File: src/rtl/interval_timer.sv
// -----------------------------------------------------------------------------
// interval_timer
//
// Consumer side of the time-parameter lookup interface. On a start request
// from the traffic-light sequencer it fetches the requested interval length
// from the time-parameter block, counts it down in seconds on the 1 Hz
// enable, and pulses expired when the interval runs out. The combined
// base+ext interval (code 2'b11) is built here by fetching base, then ext,
// and adding them.
//
// Ports:
//   clk            in   system clock, rising edge
//   reset          in   asynchronous active-low reset
//   start_timer    in   one-cycle start request (restarts if already busy)
//   req_code       in   requested interval: 00 base, 10 yel, 01 ext, 11 base+ext
//   one_hz_enable  in   single-cycle tick, once per second
//   value          in   registered value returned by the time-parameter block
//   interval_code  out  code presented to the time-parameter block
//   busy           out  high from start acceptance until the expired pulse
//   remaining      out  seconds left, for the display
//   expired        out  one-cycle pulse at the end of an interval
//
// CNT_W must be at least VAL_W+1 so that the sum of two maximum values fits.
// -----------------------------------------------------------------------------
module interval_timer #(
  parameter int VAL_W = 4,
  parameter int CNT_W = 5
) (
  input  logic             clk,
  input  logic             reset,
  input  logic             start_timer,
  input  logic [1:0]       req_code,
  input  logic             one_hz_enable,
  input  logic [VAL_W-1:0] value,
  output logic [1:0]       interval_code,
  output logic             busy,
  output logic [CNT_W-1:0] remaining,
  output logic             expired
);

  typedef enum logic [2:0] {
    S_IDLE    = 3'd0,
    S_FETCH_A = 3'd1,
    S_WAIT_A  = 3'd2,
    S_FETCH_B = 3'd3,
    S_WAIT_B  = 3'd4,
    S_CHECK   = 3'd5,
    S_COUNT   = 3'd6
  } state_t;

  localparam logic [1:0]       CODE_BASE = 2'b00;
  localparam logic [1:0]       CODE_EXT  = 2'b01;
  localparam logic [1:0]       CODE_SUM  = 2'b11;
  localparam logic [CNT_W-1:0] CNT_ZERO  = {CNT_W{1'b0}};
  localparam logic [CNT_W-1:0] CNT_ONE   = {{(CNT_W-1){1'b0}}, 1'b1};

  state_t           state_r;
  state_t           state_nxt_s;
  logic [1:0]       code_r;
  logic [1:0]       code_nxt_s;
  logic [CNT_W-1:0] sum_r;
  logic [CNT_W-1:0] sum_nxt_s;
  logic [1:0]       ic_nxt_s;
  logic             busy_nxt_s;
  logic [CNT_W-1:0] rem_nxt_s;
  logic             exp_nxt_s;
  logic [CNT_W-1:0] value_ext_s;

  assign value_ext_s = {{(CNT_W-VAL_W){1'b0}}, value};

  // Next-state and next-output computation; every output is registered below.
  always_comb begin
    state_nxt_s = state_r;
    code_nxt_s  = code_r;
    sum_nxt_s   = sum_r;
    ic_nxt_s    = interval_code;
    busy_nxt_s  = busy;
    rem_nxt_s   = remaining;
    exp_nxt_s   = 1'b0;

    if (start_timer) begin
      // A start in any state (including the final-tick cycle) restarts the
      // fetch; the aborted interval never produces an expired pulse.
      code_nxt_s  = req_code;
      busy_nxt_s  = 1'b1;
      ic_nxt_s    = (req_code == CODE_SUM) ? CODE_BASE : req_code;
      state_nxt_s = S_FETCH_A;
    end else begin
      case (state_r)
        S_IDLE: begin
          state_nxt_s = S_IDLE;
        end
        S_FETCH_A: begin
          state_nxt_s = S_WAIT_A;
        end
        S_WAIT_A: begin
          sum_nxt_s = value_ext_s;
          if (code_r == CODE_SUM) begin
            ic_nxt_s    = CODE_EXT;
            state_nxt_s = S_FETCH_B;
          end else begin
            rem_nxt_s   = value_ext_s;
            state_nxt_s = S_CHECK;
          end
        end
        S_FETCH_B: begin
          state_nxt_s = S_WAIT_B;
        end
        S_WAIT_B: begin
          rem_nxt_s   = sum_r + value_ext_s;
          state_nxt_s = S_CHECK;
        end
        S_CHECK: begin
          if (remaining == CNT_ZERO) begin
            // Zero-length interval expires without waiting for a tick.
            exp_nxt_s   = 1'b1;
            busy_nxt_s  = 1'b0;
            state_nxt_s = S_IDLE;
          end else begin
            state_nxt_s = S_COUNT;
          end
        end
        S_COUNT: begin
          if (one_hz_enable) begin
            if (remaining <= CNT_ONE) begin
              // Last second: clamp at zero rather than wrapping.
              rem_nxt_s   = CNT_ZERO;
              exp_nxt_s   = 1'b1;
              busy_nxt_s  = 1'b0;
              state_nxt_s = S_IDLE;
            end else begin
              rem_nxt_s = remaining - CNT_ONE;
            end
          end else begin
            state_nxt_s = S_COUNT;
          end
        end
        default: begin
          busy_nxt_s  = 1'b0;
          state_nxt_s = S_IDLE;
        end
      endcase
    end
  end

  // State, latched code, sum and registered outputs.
  always_ff @(posedge clk or negedge reset) begin
    if (!reset) begin
      state_r       <= S_IDLE;
      code_r        <= 2'b00;
      sum_r         <= CNT_ZERO;
      interval_code <= 2'b00;
      busy          <= 1'b0;
      remaining     <= CNT_ZERO;
      expired       <= 1'b0;
    end else begin
      state_r       <= state_nxt_s;
      code_r        <= code_nxt_s;
      sum_r         <= sum_nxt_s;
      interval_code <= ic_nxt_s;
      busy          <= busy_nxt_s;
      remaining     <= rem_nxt_s;
      expired       <= exp_nxt_s;
    end
  end

  interval_timer_checker #(
    .CNT_W(CNT_W)
  ) u_checker (
    .clk       (clk),
    .reset     (reset),
    .in_count  (state_r == S_COUNT),
    .busy      (busy),
    .expired   (expired),
    .remaining (remaining)
  );

endmodule

// -----------------------------------------------------------------------------
// interval_timer_checker
//
// Invariants of interval_timer: the expired pulse is never seen together with
// busy, and the counting state never holds a zero count.
//
// Ports:
//   clk, reset  clock and active-low reset of the timer
//   in_count    timer is in its counting state
//   busy, expired, remaining  timer outputs
// -----------------------------------------------------------------------------
module interval_timer_checker #(
  parameter int CNT_W = 5
) (
  input logic             clk,
  input logic             reset,
  input logic             in_count,
  input logic             busy,
  input logic             expired,
  input logic [CNT_W-1:0] remaining
);

  a_expired_not_busy : assert property (
    @(posedge clk) disable iff (!reset) expired |-> !busy
  );

  a_count_nonzero : assert property (
    @(posedge clk) disable iff (!reset) in_count |-> (remaining != {CNT_W{1'b0}})
  );

endmodule

File: config.mk
export PLATFORM = sky130hd
export DESIGN_NAME = interval_timer
export DESIGN_NICKNAME = d
export VERILOG_FILES = /design/src/rtl/interval_timer.sv
export SDC_FILE = /design/constraint.sdc
export NUM_CORES = 1
export LEC_CHECK = 0
export CAP_MARGIN = 20
export CORE_MARGIN = 5
export CORE_UTILIZATION = 66
export CTS_CLUSTER_DIAMETER = 60
export CTS_CLUSTER_SIZE = 25
export DETAILED_ROUTE_END_ITERATION = 10
export DONT_BUFFER_PORTS = 1
export PLACE_DENSITY = 0.8
export RECOVER_POWER = 25
export SYNTH_ARGS = -nofsm -noshare
export SYNTH_HDL_FRONTEND = slang
export SYNTH_SLANG_ARGS = --single-unit
File: constraint.sdc
create_clock -name clk -period 3.8 [get_ports clk]
set_input_delay 1.14 -clock clk [delete_from_list [all_inputs] [get_ports clk]]
set_output_delay 1.14 -clock clk [all_outputs]
set_load 0.05 [all_outputs]
==> tab_implementation.tex, run 1 <==
\begin{tabular}{lr}
\hline
Metric & Value \\
\hline
\multicolumn{2}{l}{\textbf{STA}} \\
Final setup viols & 0 \\
Transition time at the pin with the least slew margin & 0.629 ns \\
Fin Clk Skew & 0.000565 ns \\
Pins over their slew limit & 0 \\
RSZ-0062 raised after global routing & no \\
Sum Neg Setup Slack & 0 ns \\
Worst slew margin & 58.1\% \\
Time the final worst path needs with I/O delays and setup & 2.24 ns \\
Fin crit share & 58.9\% \\
Worst hold margin & 0.524 ns \\
Maximum clock rate & 447 MHz \\
Number of hold violations in the final report & 0 \\
\multicolumn{2}{l}{\textbf{Finish}} \\
Filler instances & 134 \\
Ant diodes & 0 \\
Layout Nets & 138 \\
Fraction of layout instances using a drive strength above 1 & 9.32\% \\
Area of combinational cells with multiple inputs & 656 µm² \\
Layout-stage area growth over the synthesis result & 1.08\% \\
Area occupied by registers & 450 µm² \\
\multicolumn{2}{l}{\textbf{CTS}} \\
Number of gates given a new drive strength after cts & 0 \\
Clock sink count & 18 \\
Post-CTS Setup Inserts & 0 \\
Clock latency on the worst-skew pair & 0.29 ns \\
Clock tree from TritonCTS & built \\
Number of buffers inserted during clock tree synthesis & 3 \\
Clk root buf & sky130\_fd\_sc\_hd\_\_clkbuf\_4 \\
Clock transition at path regs & 0.10 ns \\
Max Buffers Root-to-Sink & 2 \\
Post-CTS Hold Buffers & 0 \\
H-tree level count & 1 \\
\multicolumn{2}{l}{\textbf{Die}} \\
Horiz. Die Dim & 51.9 µm \\
Initial Utilization & 68.4\% \\
Floorplan core area & 1690 µm² \\
Floorplan row count & 15 \\
Die Outline Area & 2690 µm² \\
Die height & 51.9 µm \\
I/O pin cnt & 19 \\
\multicolumn{2}{l}{\textbf{Yosys}} \\
Proportion of synthesized flip-flops having asynchronous set or reset & 100\% \\
Parity-gate share of the synthesized area counting xor and xnor cells & 3.03\% \\
Post-Syn Area & 1160 µm² \\
Yosys warns & 0 \\
Syn\_nets & 140 \\
Dominant combinational cell family by area after synthesis & compound AO/OA/AOI/OAI gates \\
\#FFs+latches synth & 18 \\
Number of enable flip-flop cells after synthesis & 0 \\
Portion of the post-synthesis area used by sequential elements & 39.0\% \\
Post-synth top flop & sky130\_fd\_sc\_hd\_\_dfrtp\_1 \\
Compound-Gate Fraction of Synth Area & 20.1\% \\
Basic-gate share of the synthesized area counting and, or, nand and nor cells & 16.6\% \\
Synth Area in Adders & 9.31\% \\
Post-Syn Instances & 122 \\
Multiplexer share of the synthesized area & 7.68\% \\
Distinct cells, synth & 39 \\
Synthesized area divided by synthesized cell count & 9.48 µm² \\
\multicolumn{2}{l}{\textbf{Pwr}} \\
Lkg Pwr & 0.504 nW \\
IR Drop Worst-Case VDD & 0.401 mV \\
Internal power summed over all cells & 0.000431 W \\
Gate power share & 37.8\% \\
Power Density & 688 nW/µm² \\
Flop pwr share & 50.4\% \\
Fraction of power spent switching nets & 46.4\% \\
Sw power & 0.000373 W \\
Relative contribution of the clock network to total power & 11.8\% \\
\multicolumn{2}{l}{\textbf{Global route}} \\
Pin count of the biggest net entering global routing & 22 \\
Gr usage total & 18.6\% \\
Global-route wire length before repair & 3740 µm \\
Overflow left after global routing & 0 \\
Number of antenna violations at the first check in global routing & 0 \\
Number of global-route vias before repair & 892 \\
\multicolumn{2}{l}{\textbf{Placement}} \\
Dpl hpwl & 1610 µm \\
Port buffer count & 0 \\
Routability cong. & 0.876 \\
\multicolumn{2}{l}{\textbf{Worst setup path}} \\
Crit Path Max Fanout & 3 \\
Type of origin of the critical path & input pin \\
Classification of the worst setup path & in -> reg \\
Data required time at the worst endpoint & 3.99 ns \\
Crit path capture type & flop \\
Crit path arrival time & 2.43 ns \\
\multicolumn{2}{l}{\textbf{Job}} \\
Max-cap violations & 0 \\
\multicolumn{2}{l}{\textbf{Routing}} \\
Drt first-iter violations & 12 \\
Routed via count & 877 \\
TritonRoute pass-1 iters & 4 \\
Detailed-route vias per instance & 6.50 \\
DRC violation count after routing & 0 \\
Antenna Nets Post-Route & 0 \\
Routed wire per std cell & 15.9 µm \\
Post-detailed-routing wire length & 2150 µm \\
\multicolumn{2}{l}{\textbf{Status}} \\
Status & finished clean \\
\multicolumn{2}{l}{\textbf{Min path}} \\
Path class of the lowest-slack min-delay path & reg -> reg \\
\hline
\end{tabular}
==> worst max-delay path, stage by stage <==
cell	delay, ns
sky130_fd_sc_hd__ha_1	0.20
sky130_fd_sc_hd__fa_1	0.40
sky130_fd_sc_hd__a21o_1	0.17
sky130_fd_sc_hd__a21oi_1	0.15
sky130_fd_sc_hd__o22ai_1	0.09
sky130_fd_sc_hd__a32o_1	0.28
==> flip-flops by register name (all words and copies together) (netlist names) <==
register / cells
remaining: 5
sum_r: 4
state_r: 3
code_r: 2
interval_code: 2
busy: 1
expired: 1
==> path summary, 6_finish.rpt <==
path	cells past startpoint	to	from	slack [ns]
min	1	sum_r[2]	sum_r[2]	0.52
min in group asynchronous	0	remaining[0]	reset	0.53
max	6	remaining[4]	value[0]	1.56
min reg2reg	1	sum_r[2]	sum_r[2]	0.52
max in group asynchronous	0	state_r[1]	reset	3.21
max reg2reg	6	state_r[2]	remaining[1]	1.69
==> through the flow <==
stage	worst slack [ns]	utilization, %	std cells	cell area [µm²]	total power, W
6_report	1.56	69.2	135	1170	0.000804
5_1_grt	1.50	69.2	135	1170	0.000873
4_1_cts	1.56	69.2	135	1170	0.000808
3_5_place_dp	1.25	67.9	132	1150	0.000714
3_3_place_gp	1.28	67.9	132	1150	0.000703
2_1_floorplan	1.33	-	122	1160	0.000653
==> power by group through the flow <==
stage	Combinational [W]	Sequential [W]	Clock [W]
global placement	0.000295	0.000408	0
finish	0.000304	0.000405	0.0000950
floorplan	0.000276	0.000378	0
global route	0.000350	0.000416	0.000106
CTS	0.000305	0.000405	0.0000970
detailed placement	0.000304	0.000410	0
==> placed cells by master, fill, tap and decap left out, types with 2 or more instances in the layout <==
master and instances:
sky130_fd_sc_hd__mux2_2 7, sky130_fd_sc_hd__dfrtp_1 18, sky130_fd_sc_hd__nor2_1 8, sky130_fd_sc_hd__ha_1 7, sky130_fd_sc_hd__a21o_1 4, sky130_fd_sc_hd__a22o_1 2, sky130_fd_sc_hd__nand2_1 8, sky130_fd_sc_hd__o22ai_1 3
sky130_fd_sc_hd__nor3b_1 3, sky130_fd_sc_hd__inv_1 5, sky130_fd_sc_hd__and3_1 2, sky130_fd_sc_hd__nor2b_1 5, sky130_fd_sc_hd__nand2b_1 2, sky130_fd_sc_hd__a21oi_1 6, sky130_fd_sc_hd__xnor2_1 3, sky130_fd_sc_hd__nor3_1 3
sky130_fd_sc_hd__clkbuf_4 3, sky130_fd_sc_hd__o21ai_0 9
==> cells in the mapped netlist (all sizes together) (2+ instances only) <==
library cell  instances  area share, %
and3                  2            1.1
nor3                  4            2.2
clkbuf                3           0.97
a21oi                 6            2.6
inv                   5            1.6
dfrtp                18             39
nand2                 8            2.6
a21o                  4            2.6
nor2b                 5            2.7
mux2                  7            6.8
nor3b                 3            1.9
a22o                  2            1.5
ha                    7            7.6
o22ai                 3            1.6
o21ai                10            4.3
xnor2                 3            2.3
nand2b                2            1.1
buf                   4            1.7
nor2                  8            2.6
==> logic make-up after synthesis <==
kind of cell,after synthesis
flops,18
xor+xnor,4
mux,8
simple gates,36
buf+inv,12
compound gates,36
fa+ha+maj,8
==> layout make-up <==
| cell class | instances | area share [%] |
|---|---|---|
| Tap cell | 17 | 1.82 |
| Inverter | 5 | 1.61 |
| Sequential cell | 18 | 38.5 |
| Multi-Input combinational cell | 92 | 56.1 |
| Clock buffer | 3 | 1.93 |
==> per-layer routing <==
| metal | vias up | global-route usage, % | routed length [µm] |
|---|---|---|---|
| li1 | 428 | - | - |
| met1 | 418 | 22.0 | 908 |
| met2 | 26 | 31.4 | 1090 |
| met3 | 5 | 3.44 | 109 |
| met4 | 0 | 10.5 | 46 |
| met5 | - | 0 | 0 |
Power figures use the tool's default switching activity.
==> run 2, diff against run 1 <==
--- a/config.mk
+++ b/config.mk
@@ -7,12 +7,12 @@
 export LEC_CHECK = 0
 export CAP_MARGIN = 20
 export CORE_MARGIN = 5
-export CORE_UTILIZATION = 66
+export CORE_UTILIZATION = 55
 export CTS_CLUSTER_DIAMETER = 60
 export CTS_CLUSTER_SIZE = 25
 export DETAILED_ROUTE_END_ITERATION = 10
 export DONT_BUFFER_PORTS = 1
-export PLACE_DENSITY = 0.8
+export PLACE_DENSITY = 0.71
 export RECOVER_POWER = 25
 export SYNTH_ARGS = -nofsm -noshare
 export SYNTH_HDL_FRONTEND = slang
==> constraint.sdc (replaced) <==
create_clock -name clk -period 1.79 [get_ports clk]
set_input_delay 0.537 -clock clk [delete_from_list [all_inputs] [get_ports clk]]
set_output_delay 0.537 -clock clk [all_outputs]
set_load 0.05 [all_outputs]
==> run 2 against run 1 <==
Worst hold slack got worse by 0.24 ns. Die area rose by 16%. Core utilization fell by 3.1 points. Count of clock-buffer cells in the layout rose by 1. Clock power rose to 2.8 times the previous value. Sequential power rose by 61%. Power rose by 140%. Critical path depth did not move. Critical path type is now reg -> reg. Largest power group is now combinational logic. Highest routed layer unchanged.
==> tab_implementation.tex, run 2 (synthesized netlist as in run 1, its figures left out) <==
\begin{tabular}{lr}
\hline
Metric & Value \\
\hline
\multicolumn{2}{l}{\textbf{Die}} \\
Initial Utilization & 58.3\% (-10 points) \\
Die height & 55.8 µm (+7.7\%) \\
Floorplan row count & 16 (+1) \\
Die Outline Area & 3120 µm² (+16\%) \\
I/O pin cnt & 19 (unchanged) \\
Horiz. Die Dim & 55.8 µm (+7.7\%) \\
Floorplan core area & 1980 µm² (+17\%) \\
\multicolumn{2}{l}{\textbf{Routing}} \\
Antenna Nets Post-Route & 0 (unchanged) \\
TritonRoute pass-1 iters & 4 (unchanged) \\
Drt first-iter violations & 19 (+7) \\
Routed wire per std cell & 15.4 µm (-3.4\%) \\
Post-detailed-routing wire length & 2440 µm (+13\%) \\
Detailed-route vias per instance & 5.91 (-9.0\%) \\
DRC violation count after routing & 0 (unchanged) \\
Routed via count & 934 (+6.5\%) \\
\multicolumn{2}{l}{\textbf{Global route}} \\
Overflow left after global routing & 0 (unchanged) \\
Number of global-route vias before repair & 854 (-4.3\%) \\
Gr usage total & 16.2\% (-2.4 points) \\
Pin count of the biggest net entering global routing & 21 (-4.5\%) \\
Number of antenna violations at the first check in global routing & 0 (unchanged) \\
Global-route wire length before repair & 4060 µm (+8.5\%) \\
\multicolumn{2}{l}{\textbf{Worst setup path}} \\
Type of origin of the critical path & flop \\
Classification of the worst setup path & reg -> reg \\
Crit path capture type & flop \\
Crit Path Max Fanout & 2 (-1) \\
Crit path arrival time & 1.92 ns (-0.51 ns) \\
Data required time at the worst endpoint & 1.99 ns (-2.00 ns) \\
\multicolumn{2}{l}{\textbf{Finish}} \\
Leading cell types in the layout, fill and taps excluded & sky130\_fd\_sc\_hd\_\_dfrtp\_1, sky130\_fd\_sc\_hd\_\_buf\_4, sky130\_fd\_sc\_hd\_\_o21ai\_0 \\
Max reg flops & 5 (unchanged) \\
Fraction of layout instances using a drive strength above 1 & 21.4\% (+12 points) \\
Largest register by flop count & remaining \\
Filler instances & 160 (+19\%) \\
Layout-stage area growth over the synthesis result & 13.2\% \\
Regs by FF count & remaining (5), sum\_r (4), state\_r (3) \\
Final core utilization & 66.0\% (-3.1 points) \\
Most common cell after layout, fill and taps aside & sky130\_fd\_sc\_hd\_\_dfrtp\_1 \\
Layout Nets & 150 (+8.7\%) \\
Ant diodes & 0 (unchanged) \\
Non-filler cells in the finished layout & 158 (+17\%) \\
\multicolumn{2}{l}{\textbf{STA}} \\
Pins over their slew limit & 0 (unchanged) \\
Worst slew margin & 44.6\% (-13 points) \\
Final setup viols & 0 (unchanged) \\
Maximum clock rate & 582 MHz \\
Fin crit share & 96.0\% \\
Time the final worst path needs with I/O delays and setup & 1.72 ns \\
Transition time at the pin with the least slew margin & 0.828 ns (+0.199 ns) \\
Sum Neg Setup Slack & 0 ns (unchanged) \\
Fin Clk Skew & 0.000861 ns (+0.000296 ns) \\
Number of hold violations in the final report & 0 (unchanged) \\
\multicolumn{2}{l}{\textbf{Placement}} \\
Routability cong. & 0.909 (+3.8\%) \\
Post-placement cell count & 153 (+16\%) \\
Port buffer count & 0 (unchanged) \\
Dpl hpwl & 1740 µm (+8.3\%) \\
\multicolumn{2}{l}{\textbf{CTS}} \\
Clk root buf & sky130\_fd\_sc\_hd\_\_clkbuf\_4 \\
H-tree level count & 1 (unchanged) \\
Max Buffers Root-to-Sink & 2 (unchanged) \\
Clock tree from TritonCTS & built \\
Clock sink count & 18 (unchanged) \\
Number of buffers inserted during clock tree synthesis & 3 (unchanged) \\
Clock latency on the worst-skew pair & 0.30 ns (about the same) \\
Clock transition at path regs & 0.11 ns (about the same) \\
Post-CTS Setup Inserts & 0 (unchanged) \\
\multicolumn{2}{l}{\textbf{Pwr}} \\
Power Density & 1500 nW/µm² (+120\%) \\
Lkg Pwr & 0.568 nW (+13\%) \\
IR Drop Worst-Case VDD & 0.866 mV (+120\%) \\
\multicolumn{2}{l}{\textbf{Job}} \\
Max-cap violations & 0 (unchanged) \\
\multicolumn{2}{l}{\textbf{Min path}} \\
Path class of the lowest-slack min-delay path & in -> reg \\
\multicolumn{2}{l}{\textbf{Status}} \\
Status & finished clean \\
\hline
\end{tabular}
run 2: metrics by stage:
stage               power [W]  cell area, µm²  setup slack [ns]  hold slack (ns)
CTS                   0.00195            1310            0.0529            0.273
finish                0.00197            1310            0.0709            0.280
detailed placement    0.00168            1260           -0.0536            0.242
global placement      0.00166            1260           -0.0200            0.242
global route          0.00211            1310          -0.00243            0.272
floorplan             0.00141            1170         0.0000558            0.241
run 2: power by group:
group	switching, W	internal, W	leakage [nW]
Combinational	0.000602	0.000451	0.329
Sequential	0.000131	0.000523	0.218
Clock	0.000138	0.000124	0.0210
run 2: final cells by class:
class	instances	area, µm²	area share, %
Timing Repair Buffer	12	92.6	7.07
Tap cell	27	33.8	2.58
Sequential cell	18	453	34.6
Multi-Input combinational cell	92	674	51.5
Clock buffer	4	36.3	2.77
Inverter	5	18.8	1.43
run 2: path summary, 6_finish.rpt:
| check | endpoint | slack [ns] | depth (start not counted) | startpoint |
|---|---|---|---|---|
| max | remaining[4] | 0.07 | 6 | sum_r[0] |
| min | state_r[1] | 0.28 | 1 | start_timer |
| max reg2reg | remaining[4] | 0.07 | 6 | sum_r[0] |
| min reg2reg | sum_r[3] | 0.53 | 1 | sum_r[3] |
| max in group asynchronous | remaining[0] | 0.46 | 1 | reset |
| min in group asynchronous | remaining[2] | 0.77 | 1 | reset |
run 2: critical path: stages, from the launching register on:
cell and delay [ns]:
sky130_fd_sc_hd__dfrtp_1 0.42, sky130_fd_sc_hd__ha_4 0.17, sky130_fd_sc_hd__fa_2 0.34, sky130_fd_sc_hd__a21o_1 0.20, sky130_fd_sc_hd__a21oi_2 0.14, sky130_fd_sc_hd__o22ai_1 0.10, sky130_fd_sc_hd__a32o_1 0.25
run 2: repair_timing:
| action | in CTS | in global routing |
|---|---|---|
| endpoints found under the hold margin | 18 | 0 |
| endpoints found under the setup margin | 0 | 1 |
| hold buffers | 1 | 0 |
| resized for setup | 0 | 1 |
run 2: per-layer routing:
metal	GRT usage [%]	vias up	part of all wire, %
met5	0	-	0
met3	3.02	4	5.1
met4	7.80	0	1.3
met2	23.6	24	47
li1	-	453	-
met1	22.9	453	46
==> run 3, diff against run 2 <==
--- a/config.mk
+++ b/config.mk
@@ -14,6 +14,7 @@
 export DONT_BUFFER_PORTS = 1
 export PLACE_DENSITY = 0.71
 export RECOVER_POWER = 25
+export SKIP_CTS_REPAIR_TIMING = 1
 export SYNTH_ARGS = -nofsm -noshare
 export SYNTH_HDL_FRONTEND = slang
 export SYNTH_SLANG_ARGS = --single-unit
==> run 3 against run 2 <==
Non-clock buffer count unchanged. Routed wire length up 0.25%. Core utilization unchanged. First-iteration DRC count increased by 21%. Die area is the same. Count of clock-buffer cells in the layout is the same. Global-route usage fell by 0.24 points. Clock power is essentially flat. Sequential share of layout area is the same. Critical path type unchanged. Power rose by 0.18%. Clock skew about the same.
==> tab_implementation.tex, run 3 (synthesized netlist as in run 1, its figures left out) <==
\begin{tabular}{lr}
\hline
Metric & Value \\
\hline
\multicolumn{2}{l}{\textbf{Routing}} \\
Antenna Nets Post-Route & 0 (unchanged) \\
TritonRoute pass-1 iters & 4 (unchanged) \\
Post-detailed-routing wire length & 2440 µm (+0.25\%) \\
Drt first-iter violations & 23 (+4) \\
DRC violation count after routing & 0 (unchanged) \\
Routed wire per std cell & 15.4 µm (+0.25\%) \\
Detailed-route vias per instance & 5.94 (+0.54\%) \\
Routed via count & 939 (+0.54\%) \\
\multicolumn{2}{l}{\textbf{Finish}} \\
Filler instances & 160 (unchanged) \\
Regs by FF count & remaining (5), sum\_r (4), state\_r (3) \\
Non-filler cells in the finished layout & 158 (unchanged) \\
Layout Nets & 150 (unchanged) \\
Fraction of layout instances using a drive strength above 1 & 21.4\% (unchanged) \\
Leading cell types in the layout, fill and taps excluded & sky130\_fd\_sc\_hd\_\_dfrtp\_1, sky130\_fd\_sc\_hd\_\_buf\_4, sky130\_fd\_sc\_hd\_\_o21ai\_0 \\
Layout-stage area growth over the synthesis result & 13.2\% (unchanged) \\
Most common cell after layout, fill and taps aside & sky130\_fd\_sc\_hd\_\_dfrtp\_1 \\
Ant diodes & 0 (unchanged) \\
Largest register by flop count & remaining \\
Max reg flops & 5 (unchanged) \\
\multicolumn{2}{l}{\textbf{CTS}} \\
Clock latency on the worst-skew pair & 0.30 ns (about the same) \\
Clk root buf & sky130\_fd\_sc\_hd\_\_clkbuf\_4 \\
Clock sink count & 18 (unchanged) \\
Max Buffers Root-to-Sink & 2 (unchanged) \\
Number of buffers inserted during clock tree synthesis & 3 (unchanged) \\
H-tree level count & 1 (unchanged) \\
Clock tree from TritonCTS & built \\
Clock transition at path regs & 0.11 ns (about the same) \\
\multicolumn{2}{l}{\textbf{Global route}} \\
Gr usage total & 15.9\% (-0.24 points) \\
Number of antenna violations at the first check in global routing & 0 (unchanged) \\
Overflow left after global routing & 0 (unchanged) \\
Global-route wire length before repair & 4000 µm (-1.4\%) \\
Pin count of the biggest net entering global routing & 21 (unchanged) \\
Number of global-route vias before repair & 852 (-0.23\%) \\
\multicolumn{2}{l}{\textbf{Pwr}} \\
Overall power & 0.00197 W (+0.18\%) \\
IR Drop Worst-Case VDD & 0.869 mV (+0.35\%) \\
Lkg Pwr & 0.568 nW (unchanged) \\
Power Density & 1510 nW/µm² (+0.18\%) \\
\multicolumn{2}{l}{\textbf{STA}} \\
Final setup viols & 0 (unchanged) \\
Worst slew margin & 44.5\% (-0.15 points) \\
Maximum clock rate & 577 MHz (-0.75\%) \\
Pins over their slew limit & 0 (unchanged) \\
Number of hold violations in the final report & 0 (unchanged) \\
Final critical-path setup slack & 0.0580 ns (-0.0130 ns) \\
Time the final worst path needs with I/O delays and setup & 1.73 ns (+0.0130 ns) \\
Fin Clk Skew & 0.000661 ns (-0.000200 ns) \\
Fin crit share & 96.8\% (+0.72 points) \\
Transition time at the pin with the least slew margin & 0.830 ns (+0.00229 ns) \\
Worst hold margin & 0.282 ns (+0.00245 ns) \\
\multicolumn{2}{l}{\textbf{Die}} \\
Floorplan core area & 1980 µm² (unchanged) \\
I/O pin cnt & 19 (unchanged) \\
Die height & 55.8 µm (unchanged) \\
Floorplan row count & 16 (unchanged) \\
Initial Utilization & 58.3\% (unchanged) \\
Horiz. Die Dim & 55.8 µm (unchanged) \\
Die Outline Area & 3120 µm² (unchanged) \\
\multicolumn{2}{l}{\textbf{Worst setup path}} \\
Type of origin of the critical path & flop \\
Data required time at the worst endpoint & 1.99 ns (about the same) \\
Family of cells with the greatest summed delay on the critical path & compound AO/OA/AOI/OAI gates \\
Worst Path Buf+Inv & 0 (unchanged) \\
Worst-path cell chain & ha\_4 > fa\_2 > a21o\_1 > a21oi\_2 > o22ai\_1 > a32o\_1 \\
Crit path arrival time & 1.93 ns (about the same) \\
Longest individual stage delay on the worst path & 0.42 ns (about the same) \\
Library cell contributing the largest single delay on the critical path & sky130\_fd\_sc\_hd\_\_dfrtp\_1 \\
Classification of the worst setup path & reg -> reg \\
Crit Path Max Fanout & 2 (unchanged) \\
Crit path capture type & flop \\
\multicolumn{2}{l}{\textbf{Status}} \\
Status & finished clean \\
\multicolumn{2}{l}{\textbf{Placement}} \\
Dpl hpwl & 1740 µm (unchanged) \\
Post-placement cell count & 153 (unchanged) \\
Port buffer count & 0 (unchanged) \\
Routability cong. & 0.909 (unchanged) \\
Worst-case setup slack after placement & -0.0536 ns (unchanged) \\
\multicolumn{2}{l}{\textbf{Min path}} \\
Path class of the lowest-slack min-delay path & in -> reg \\
\multicolumn{2}{l}{\textbf{Job}} \\
Max-cap violations & 0 (unchanged) \\
\hline
\end{tabular}
[run 3: path summary, 6_finish.rpt]
path / from / end / slack, ns / cells after the start
min in group asynchronous: reset / expired / 0.77 / 1
setup / recovery: sum_r[0] / remaining[4] / 0.06 / 6
hold / removal: start_timer / state_r[1] / 0.28 / 1
hold reg to reg: sum_r[3] / sum_r[3] / 0.53 / 1
setup reg to reg: sum_r[0] / remaining[4] / 0.06 / 6
max in group asynchronous: reset / remaining[0] / 0.46 / 1
[run 3: layer usage]
layer  part of all wire, %  up-vias  GRT usage (%)
li1                      -      453              -
met3                   5.3        6           3.48
met5                     0        -              0
met4                   1.8        0           7.80
met2                    46       27           23.5
met1                    47      453           22.0
[run 3: layout make-up]
type / instances / area (µm²) / share of cell area, %
Sequential cell: 18 / 453 / 34.6
Multi-Input combinational cell: 92 / 674 / 51.5
Inverter: 5 / 18.8 / 1.43
Timing Repair Buffer: 12 / 92.6 / 7.07
Clock buffer: 4 / 36.3 / 2.77
Tap cell: 27 / 33.8 / 2.58
[run 3: stage by stage]
| step | cell area, µm² | TNS, ns | utilization [%] |
|---|---|---|---|
| 2_1_floorplan | 1170 | 0 | - |
| 3_3_place_gp | 1260 | -0.0200 | 63.5 |
| 3_5_place_dp | 1260 | -0.0587 | 63.5 |
| 4_1_cts | 1290 | 0 | 65.3 |
| 5_1_grt | 1310 | -0.00225 | 66.0 |
| 6_report | 1310 | 0 | 66.0 |
[run 3: power breakdown]
group	total, W	internal, W	switching [W]
clock	0.000261	0.000124	0.000137
combinational	0.00106	0.000451	0.000606
sequential	0.000654	0.000523	0.000132
